## config.mk

```make
export PLATFORM = sky130hd
export DESIGN_NAME = weight_sram_arbiter
export DESIGN_NICKNAME = d
export VERILOG_FILES = /design/src/rtl/wsa_pkg.sv /design/src/rtl/wsa_starve_ctr.sv /design/src/rtl/weight_sram_arbiter.sv
export SDC_FILE = /design/constraint.sdc
export NUM_CORES = 1
export LEC_CHECK = 0
export BUFFER_PORTS_ARGS = -buffer_cell sky130_fd_sc_hd__buf_4
export CORE_ASPECT_RATIO = 1.75
export CORE_MARGIN = 2
export CORE_UTILIZATION = 36
export DETAILED_ROUTE_END_ITERATION = 10
export HOLD_SLACK_MARGIN = 0.02
export PLACE_DENSITY = 0.61
export SYNTH_ARGS = -nofsm -noshare
export SYNTH_HDL_FRONTEND = slang
export SYNTH_SLANG_ARGS = --single-unit
```

## constraint.sdc

```tcl
create_clock -name clk_i -period 1.55 [get_ports clk_i]
set_clock_uncertainty 0.05 [all_clocks]
set_input_delay 0.0775 -clock clk_i [delete_from_list [all_inputs] [get_ports clk_i]]
set_output_delay 0.0775 -clock clk_i [all_outputs]
set_load 0.01 [all_outputs]
```

## src/rtl/wsa_pkg.sv

```systemverilog
// ---------------------------------------------------------------------------
// wsa_pkg
// Shared definitions for the weight SRAM arbiter:
//   - WSA_ADDR_W_DEFAULT : default SRAM half-word address width
//   - wsa_state_e        : arbiter FSM states
//   - wsa_strobe_t       : bundle of the three active-low SRAM strobes
//   - STROBE_*           : strobe patterns driven in each phase of an access
// ---------------------------------------------------------------------------
package wsa_pkg;

  localparam int unsigned WSA_ADDR_W_DEFAULT = 20;

  typedef enum logic [2:0] {
    ST_IDLE     = 3'd0,
    ST_RD_LO    = 3'd1,
    ST_RD_HI    = 3'd2,
    ST_RD_DONE  = 3'd3,
    ST_WR_SETUP = 3'd4,
    ST_WR_PULSE = 3'd5,
    ST_WR_DONE  = 3'd6
  } wsa_state_e;

  typedef struct packed {
    logic ce_n;
    logic oe_n;
    logic we_n;
  } wsa_strobe_t;

  // All strobes released: the SRAM is deselected.
  localparam wsa_strobe_t STROBE_IDLE     = '{ce_n: 1'b1, oe_n: 1'b1, we_n: 1'b1};
  // Chip selected with output enabled for both read halves.
  localparam wsa_strobe_t STROBE_READ     = '{ce_n: 1'b0, oe_n: 1'b1 ^ 1'b1, we_n: 1'b1};
  // Chip selected, address/data stable around the write pulse.
  localparam wsa_strobe_t STROBE_WR_HOLD  = '{ce_n: 1'b0, oe_n: 1'b1, we_n: 1'b1};
  // The write pulse itself.
  localparam wsa_strobe_t STROBE_WR_PULSE = '{ce_n: 1'b0, oe_n: 1'b1, we_n: 1'b0};

endpackage : wsa_pkg

```

## src/rtl/wsa_starve_ctr.sv

```systemverilog
// ---------------------------------------------------------------------------
// wsa_starve_ctr
// Counts read grants issued while a write is pending. Once the count
// saturates at STARVE_MAX, force_wr_o tells the arbiter to give the next
// IDLE slot to the write even if a read is also requested.
// Ports:
//   clk_i, rst_ni  : clock, asynchronous active-low reset
//   rd_grant_i     : a read was granted this cycle
//   wr_grant_i     : a write was granted this cycle
//   wr_req_i       : loader write request level
//   force_wr_o     : counter has reached STARVE_MAX
// ---------------------------------------------------------------------------
module wsa_starve_ctr #(
  parameter int unsigned STARVE_MAX = 8
) (
  input  logic clk_i,
  input  logic rst_ni,
  input  logic rd_grant_i,
  input  logic wr_grant_i,
  input  logic wr_req_i,
  output logic force_wr_o
);

  localparam int unsigned CNT_W = (STARVE_MAX > 0) ? $clog2(STARVE_MAX + 1) : 1;
  localparam logic [CNT_W-1:0] CNT_MAX = CNT_W'(STARVE_MAX);

  logic [CNT_W-1:0] cnt_q;

  // A write that is granted, or that is no longer waiting, owes nothing.
  always_ff @(posedge clk_i or negedge rst_ni) begin
    if (!rst_ni) begin
      cnt_q <= '0;
    end else if (wr_grant_i || !wr_req_i) begin
      cnt_q <= '0;
    end else if (rd_grant_i && (cnt_q != CNT_MAX)) begin
      cnt_q <= cnt_q + CNT_W'(1);
    end
  end

  assign force_wr_o = (cnt_q == CNT_MAX);

endmodule : wsa_starve_ctr

```

## src/rtl/weight_sram_arbiter.sv

```systemverilog
// ---------------------------------------------------------------------------
// weight_sram_arbiter
// Shares one 16-bit SRAM port between 32-bit inference reads (two half-word
// accesses, even address first) and 16-bit loader writes. Every access runs
// to completion; outputs are registered or decoded from state only.
//
// Optional feature macro: WSA_STARVE_GUARD_EN
//   defined   : after STARVE_MAX read grants with a write pending, the write
//               wins the next IDLE slot.
//   undefined : strict read priority; a write is granted only when no read
//               is requested.
//
// Ports:
//   clk_i, rst_ni                  clock, asynchronous active-low reset
//   rd_req_i, rd_word_i            read request and 32-bit word index
//   rd_valid_o, rd_data_o          read completion pulse and assembled word
//   wr_req_i, wr_addr_i, wr_data_i write request, half-word address, data
//   wr_ack_o                       write completion pulse
//   sram_addr_o, sram_wdata_o      SRAM address and write data
//   sram_rdata_i                   SRAM read data
//   sram_ce_n_o/oe_n_o/we_n_o      active-low SRAM strobes
//   busy_o                         high whenever the FSM is not IDLE
// ---------------------------------------------------------------------------
module weight_sram_arbiter
  import wsa_pkg::*;
#(
  parameter int unsigned ADDR_W    = WSA_ADDR_W_DEFAULT,
  parameter int unsigned READ_WAIT = 2
`ifdef WSA_STARVE_GUARD_EN
  ,
  parameter int unsigned STARVE_MAX = 8
`endif
) (
  input  logic              clk_i,
  input  logic              rst_ni,
  input  logic              rd_req_i,
  input  logic [ADDR_W-2:0] rd_word_i,
  output logic              rd_valid_o,
  output logic [31:0]       rd_data_o,
  input  logic              wr_req_i,
  input  logic [ADDR_W-1:0] wr_addr_i,
  input  logic [15:0]       wr_data_i,
  output logic              wr_ack_o,
  output logic [ADDR_W-1:0] sram_addr_o,
  output logic [15:0]       sram_wdata_o,
  input  logic [15:0]       sram_rdata_i,
  output logic              sram_ce_n_o,
  output logic              sram_oe_n_o,
  output logic              sram_we_n_o,
  output logic              busy_o
);

  localparam int unsigned WAIT_W = (READ_WAIT > 1) ? $clog2(READ_WAIT) : 1;
  localparam logic [WAIT_W-1:0] WAIT_LAST = WAIT_W'(READ_WAIT - 1);

  wsa_state_e        state_q;
  logic [WAIT_W-1:0] wait_q;
  logic [15:0]       lo_half_q;
  logic [31:0]       rd_data_q;
  logic              rd_valid_q;
  logic              wr_ack_q;
  logic [ADDR_W-1:0] sram_addr_q;
  logic [15:0]       sram_wdata_q;
  wsa_strobe_t       strobe_q;

  logic is_idle;
  logic wait_last;
  logic force_wr;
  logic rd_grant;
  logic wr_grant;

  assign is_idle   = (state_q == ST_IDLE);
  assign wait_last = (wait_q == WAIT_LAST);

  // Grants only happen in IDLE. Reads win unless the write has been starved.
  assign rd_grant = is_idle && rd_req_i && !(wr_req_i && force_wr);
  assign wr_grant = is_idle && wr_req_i && !rd_grant;

`ifdef WSA_STARVE_GUARD_EN
  wsa_starve_ctr #(
    .STARVE_MAX (STARVE_MAX)
  ) u_starve_ctr (
    .clk_i      (clk_i),
    .rst_ni     (rst_ni),
    .rd_grant_i (rd_grant),
    .wr_grant_i (wr_grant),
    .wr_req_i   (wr_req_i),
    .force_wr_o (force_wr)
  );
`else
  assign force_wr = 1'b0;
`endif

  always_ff @(posedge clk_i or negedge rst_ni) begin
    if (!rst_ni) begin
      state_q      <= ST_IDLE;
      wait_q       <= '0;
      lo_half_q    <= '0;
      rd_data_q    <= '0;
      rd_valid_q   <= 1'b0;
      wr_ack_q     <= 1'b0;
      sram_addr_q  <= '0;
      sram_wdata_q <= '0;
      strobe_q     <= STROBE_IDLE;
    end else begin
      rd_valid_q <= 1'b0;
      wr_ack_q   <= 1'b0;
      case (state_q)
        ST_IDLE: begin
          // The address/data registers double as the latched request, so
          // later changes on the request inputs have no effect.
          if (rd_grant) begin
            state_q     <= ST_RD_LO;
            wait_q      <= '0;
            sram_addr_q <= {rd_word_i, 1'b0};
            strobe_q    <= STROBE_READ;
          end else if (wr_grant) begin
            state_q      <= ST_WR_SETUP;
            sram_addr_q  <= wr_addr_i;
            sram_wdata_q <= wr_data_i;
            strobe_q     <= STROBE_WR_HOLD;
          end
        end
        ST_RD_LO: begin
          if (wait_last) begin
            // Low half is parked so rd_data_o only changes on completion.
            lo_half_q      <= sram_rdata_i;
            sram_addr_q[0] <= 1'b1;
            wait_q         <= '0;
            state_q        <= ST_RD_HI;
          end else begin
            wait_q <= wait_q + WAIT_W'(1);
          end
        end
        ST_RD_HI: begin
          if (wait_last) begin
            rd_data_q  <= {sram_rdata_i, lo_half_q};
            rd_valid_q <= 1'b1;
            wait_q     <= '0;
            strobe_q   <= STROBE_IDLE;
            state_q    <= ST_RD_DONE;
          end else begin
            wait_q <= wait_q + WAIT_W'(1);
          end
        end
        ST_RD_DONE: begin
          state_q <= ST_IDLE;
        end
        ST_WR_SETUP: begin
          strobe_q <= STROBE_WR_PULSE;
          state_q  <= ST_WR_PULSE;
        end
        ST_WR_PULSE: begin
          strobe_q <= STROBE_WR_HOLD;
          wr_ack_q <= 1'b1;
          state_q  <= ST_WR_DONE;
        end
        ST_WR_DONE: begin
          strobe_q <= STROBE_IDLE;
          state_q  <= ST_IDLE;
        end
        default: begin
          strobe_q <= STROBE_IDLE;
          state_q  <= ST_IDLE;
        end
      endcase
    end
  end

  assign rd_valid_o   = rd_valid_q;
  assign rd_data_o    = rd_data_q;
  assign wr_ack_o     = wr_ack_q;
  assign sram_addr_o  = sram_addr_q;
  assign sram_wdata_o = sram_wdata_q;
  assign sram_ce_n_o  = strobe_q.ce_n;
  assign sram_oe_n_o  = strobe_q.oe_n;
  assign sram_we_n_o  = strobe_q.we_n;
  assign busy_o       = !is_idle;

endmodule : weight_sram_arbiter

```

# ---- Yosys cells after proc, flatten, opt, wreduce, memory -nomap -nowiden
# Index checks and enable logic that the tools add are counted.
dict set report word_totals {
  latch_bits 0
  mem_count 0
  inputBits 75
  out_inout_bits 74
  ramBits 0
  mem_bits_ro 0
  register_bits 93
}
dict set report classes {
  reduce_logical 19
  bitwise_logic 2
  n_div 0
  n_mul 0
  add_sub_neg 1
  n_lt_le_gt_ge 0
  shifts 0
  eq_ne 9
  muxes 19
}
# operator count
set ops {}
lappend ops {{2-to-1 mux 20 bit} 2}
lappend ops {{one-hot mux 3 bit (5 select lines)} 2}
lappend ops {{2-to-1 mux 3 bit} 7}
lappend ops {{AND reduction 3 bit} 4}
lappend ops {{AND reduction 2 bit} 4}
lappend ops {{equality test 3 x 2 -> 1 bit, second input constant} 2}
lappend ops {{equality test 3 bit, second input constant} 2}
lappend ops {{2-to-1 mux 1 bit} 6}
lappend ops {{nonzero test 2 bit} 3}
lappend ops {{!= test 2 bit, second input constant} 2}
lappend ops {{one-hot mux 1 bit (2 select lines)} 2}
lappend ops {{OR reduction 2 bit} 2}
lappend ops {{equality test 3 x 1 -> 1 bit, second input constant} 1}
lappend ops {{logical AND 1 bit} 3}
lappend ops {{zero test 3 bit} 1}
lappend ops {{!= test 3 x 1 -> 1 bit, second input constant} 1}
lappend ops {{zero test 1 bit} 2}
lappend ops {{!= test 2 x 1 -> 1 bit, second input constant} 1}
lappend ops {{inverter 1 bit} 2}
lappend ops {{adder 1 bit, second input constant} 1}

# ---- Longest topological paths before layout
dict set report logic_depth {
  ltp_word 7
  depth_mapped 6
  mapped_depth_nobuf 4
}

# ---- Worst setup path before layout
# Ideal clock, no wire load.
dict set report synth_timing {
  path_type {register -> register}
  from {register state_q[2]}
  to {register lo_half_q[10]}
  period_less_slack_ns 1.541
  t_arrival_ns 1.366
  setup_time_ns 0.125
  n_path_buf 3
  slack_ns 0.009
  path_stages_with_launch 6
  path_cell_list {dfrtp_1 > buf_4 > and4bb_2 > buf_6 > buf_6 > mux2_4}
}
dict set report synth_via {
  elab_chain_cells 2
}
# element line_no
set synth_lines {}
lappend synth_lines {{start: declaration} weight_sram_arbiter.sv:56} ;# wsa_state_e state_q;
lappend synth_lines {{start signal: assignment} weight_sram_arbiter.sv:96} ;# state_q <= ST_IDLE;
lappend synth_lines {{start signal: assignment} weight_sram_arbiter.sv:113} ;# state_q <= ST_RD_LO;
lappend synth_lines {{start signal: assignment} weight_sram_arbiter.sv:118} ;# state_q <= ST_WR_SETUP;
lappend synth_lines {{equality test 3 x 1 -> 1 bit} weight_sram_arbiter.sv:108} ;# case (state_q)
lappend synth_lines {{AND reduction 2 bit (no line)} --}
lappend synth_lines {{end signal: assignment} weight_sram_arbiter.sv:127} ;# lo_half_q <= sram_rdata_i;
lappend synth_lines {{end: declaration} weight_sram_arbiter.sv:58} ;# logic [15:0] lo_half_q;
# Every way passes these cells.
# A chain may end at the register's enable or synchronous reset.

# ---- Worst setup path after layout
dict set report layout_timing {
  from {register state_q[2]}
  to {register sram_addr_q[19], in the netlist sram_addr_o[19]}
}
dict set report layout_via {
  elab_chain_cells 6
  elab_cells_between_ends 8
  cone_classes {mux: 1; reduce/logical: 7}
}
# element line_no
set layout_lines {}
lappend layout_lines {{zero test 3 bit *} {weight_sram_arbiter.sv:72, weight_sram_arbiter.sv:108}}
lappend layout_lines {{logical AND 1 bit} weight_sram_arbiter.sv:76} ;# assign rd_grant = is_idle && rd_req_i && !(wr_req_i && force_wr);
lappend layout_lines {{zero test 1 bit} weight_sram_arbiter.sv:77} ;# assign wr_grant = is_idle && wr_req_i && !rd_grant;
lappend layout_lines {{logical AND 1 bit} weight_sram_arbiter.sv:77}
lappend layout_lines {{nonzero test 2 bit (no line)} --}
lappend layout_lines {{AND reduction 2 bit (no line)} --}
lappend layout_lines {{end signal: assignment} weight_sram_arbiter.sv:115} ;# sram_addr_q <= {rd_word_i, 1'b0};
lappend layout_lines {{end signal: assignment} weight_sram_arbiter.sv:119} ;# sram_addr_q <= wr_addr_i;
lappend layout_lines {{end: declaration} weight_sram_arbiter.sv:62} ;# logic [ADDR_W-1:0] sram_addr_q;
# Mark *: on every way between the ends. The rest lies on a longest branch, timed or not.

==> metrics.md <==
| Metric | Value |
|---|---|
| DRT antenna net count | 0 |
| Yosys warns | 0 |
| Die ar. | 12370 sq um |
| Mapped Cells | 284 |
| Vias in the first global route | around 3700 |
| CTS Buffer Depth | 2 |
| Detailed placer's ending HPWL | roughly 7.4 mm |
| Layout fillers | 840 |
| Critical setup path kind | flop to flop |
| Fin Hold WS | 0.08463 ns |
| GRT Residual Overflow | 0 |
| Pleak | 3.222 nW |
| Final Util | 61.94% |
| GR Util All Layers | 18.50% |
| Core area | 11170 sq um |
| Unrepaired setup endpoints after global routing | true |
| Synth Flop Type | dfrtp_1 |
| Total clock buffers created by CTS | 9 |
| Root buf cell | clkbuf_16 |
| Fmax | around 0.62 GHz |
| Register area share after synthesis | 56.49% |
| Worst setup path end | sram_addr_o[19] |
| Post-synthesis async set-or-reset flop share | 100.0% |
| Critical Path RT | 1.72 ns |
| Total Routed Length | 11.93 mm |
| Tcrit/Tclk final | 104.2% |
| # nets final | 600 |
| Initial antenna violation count | 0 |
| Chip width | 84.93 microns |
| Initial core utilization | a little under two fifths |
| Final setup fails | 48 |
| Max-slew violation count | 0 |
| Reg2reg end | sram_addr_o[19] |
| H-Tree Depth | 3 |
| # rows | 51 |
| Synthesis-to-layout area growth | 67.62% |
| Mapped cell area | 4126 sq um |
| Status | finished, violations left |
| Worst Path Arrival | 1.78 ns |
| Top post-synthesis cells by area | dfrtp_1, mux2_4, mux2_2 |
| Largest net degree at the start of global routing | 41 |
| Flop-to-flop setup slack | -0.07 ns |
| Max Cap Viol | 0 |
| R2R depth | 5 |
| Layout cell share with drive strength beyond 1 | roughly 55% |
| Num ports | 149 |
| Worst Tran Pin Value | 1.248 ns |
| Slew headroom | 16.48% |
| Reg2Reg Launch Point | state_q[2] |
| Diodes inserted | 0 |
| CP Capture Type | flop |
| Hold Crit Class | input pin to flop |
| CP Launch Point | state_q[2] |
| Vias per inst | 5.064 |
| Power density cells | 2033 nW/um^2 |
| Failing checks | negative setup slack |
| Worst Setup Start Kind | flop |
| Distinct cells, synth | 35 |
| Syn_nets | 359 |
| Synth top area share | 54.58% |
| Post-synth EDFFs | 0 |
| Top cell type by total area after synthesis | dfrtp_1 |
| Minimum clock period | between 1.5 and 2 ns |
| Final Hold Vio Count | 0 |
| Worst-path fanout max | 12 |
| Worst-Skew Late Latency | roughly 0.33 ns |
| Sink Count | 93 |
| Post-route setup slack | -0.06525 ns |
| First-pass GRT wire length | 18.44 mm |
| VDD IR-drop max | 1.445 mV |
| Number of port buffers | 148 |
| 1st-pass router iterations | 4 |
| DRT iter0 DRCs | between 90 and 100 |
| #FFs+latches synth | 93 |
| Wire length per cell | 18.05 microns |
| GPL Wtd Cong | 0.8369 |
| CTS tree | built |
| Chip Height | 145.6 microns |
| DR DRC count | 0 |
| Via count | 3347 |
| Mean Syn Cell Area | 14.53 sq um |
| CTS clk-pin slew, worst paths | 0.06 ns |
[critical path: stages (launching register included)]
cell	delay (ns)
dfrtp_1	0.42
buf_12	0.14
buf_4	0.18
or4b_4	0.53
o22ai_2	0.13
a21oi_1	0.06
[repair_timing]
action	in CTS	in global routing
pin swaps	3	6
setup buffers	4	2
cloned	1	6
resized for setup	30	9
hold endpoints to repair	162	0
setup endpoints to repair	36	61
hold buffers	71	0
[where the power goes]
part	internal, mW	total (mW)	switching, mW	leakage (nW)
combinational	4.39	7.13	2.74	1.98
clock	1.45	2.35	0.899	0.152
sequential	3.70	4.58	0.882	1.09
[registers in the layout, summed over array words and instances (netlist names), 3 cells and up]
register	flops
state_q	3
sram_addr_o	20
rd_data_o	32
lo_half_q	16
sram_wdata_o	16
[routing by layer]
layer | vias up | wire length (microns) | GRT usage (%) | share of wire, %
li1 | 1513 | - | - | -
met1 | 1691 | 4573 | 21.48 | 38
met2 | 127 | 6555 | 33.15 | 55
met3 | 16 | 573 | 4.141 | 4.8
met4 | 0 | 230 | 6.190 | 1.9
met5 | - | 0 | 0 | 0
[worst min-delay path by stage]
stage                   from              end  slack [ns]  depth (start not counted)
2_1_floorplan         rst_ni     lo_half_q[0]       -0.27                          0
3_3_place_gp          rst_ni  sram_addr_o[12]       -0.08                          1
3_5_place_dp          rst_ni  sram_addr_o[12]       -0.08                          1
4_1_cts        wr_addr_i[17]  sram_addr_o[17]        0.07                          4
5_1_grt        wr_addr_i[17]  sram_addr_o[17]        0.10                          4
6_report       wr_addr_i[17]  sram_addr_o[17]        0.08                          4
[synth_stat cells (2+ instances only)]
cell,count
o21ai_0,6
a22oi_1,17
mux2_2,16
clkbuf_1,3
o22ai_1,5
nor3_1,4
buf_2,5
dfstp_2,3
mux2_4,48
nor2_1,6
inv_1,5
a21oi_1,4
nor4b_4,2
dfrtp_1,90
nand3_1,2
buf_6,11
nand2b_1,2
a32oi_1,17
o31ai_1,2
nand2_1,19
buf_4,3
[cell usage in the layout (no fill, tap or decap), types with 4 or more instances in the layout]
master	synthesis	routed
a21oi_1	4	4
clkbuf_16	0	15
o21ai_0	6	6
nor3_1	4	4
buf_6	11	4
mux2_2	16	9
buf_12	0	11
dfrtp_1	90	89
a32oi_1	17	17
mux2_4	48	55
a22oi_2	0	15
dlygate4sd3_1	0	71
buf_4	3	158
nor2_1	6	6
nand2_1	19	19
[stage by stage]
step           setup WS, ns  instances  TNS, ns  area, sq um  power [mW]
6_report           -0.06525        661   -1.822         6917       14.06
5_1_grt             -0.1358        661   -5.511         6917       14.83
4_1_cts            -0.06000        653   -1.156         6718       13.69
3_5_place_dp       -0.06743        562   -1.244         5495       10.53
3_3_place_gp       -0.05166        562  -0.6547         5495       10.36
2_1_floorplan      0.008629        284        0         4126       7.870
[cells by family after synthesis]
kind of cell           share of synthesized area [%]
AO/OA/AOI/OAI                                  9.824
AND/OR/NAND/NOR                                6.883
multiplexers                                   21.83
flip-flops                                     56.49
buffers and inverters                          4.973
[layout make-up]
cell class / instances / area (sq um) / area share [%]
clock inverters: 4 / 72.57 / 1.049
clock buffers: 11 / 242.7 / 3.509
repair buffers: 252 / 2360 / 34.12
inverters: 6 / 22.52 / 0.3256
multi-input cells: 163 / 1722 / 24.89
flip-flops and latches: 93 / 2332 / 33.72
well taps: 132 / 165.2 / 2.388
Power figures use the tool's default switching activity.
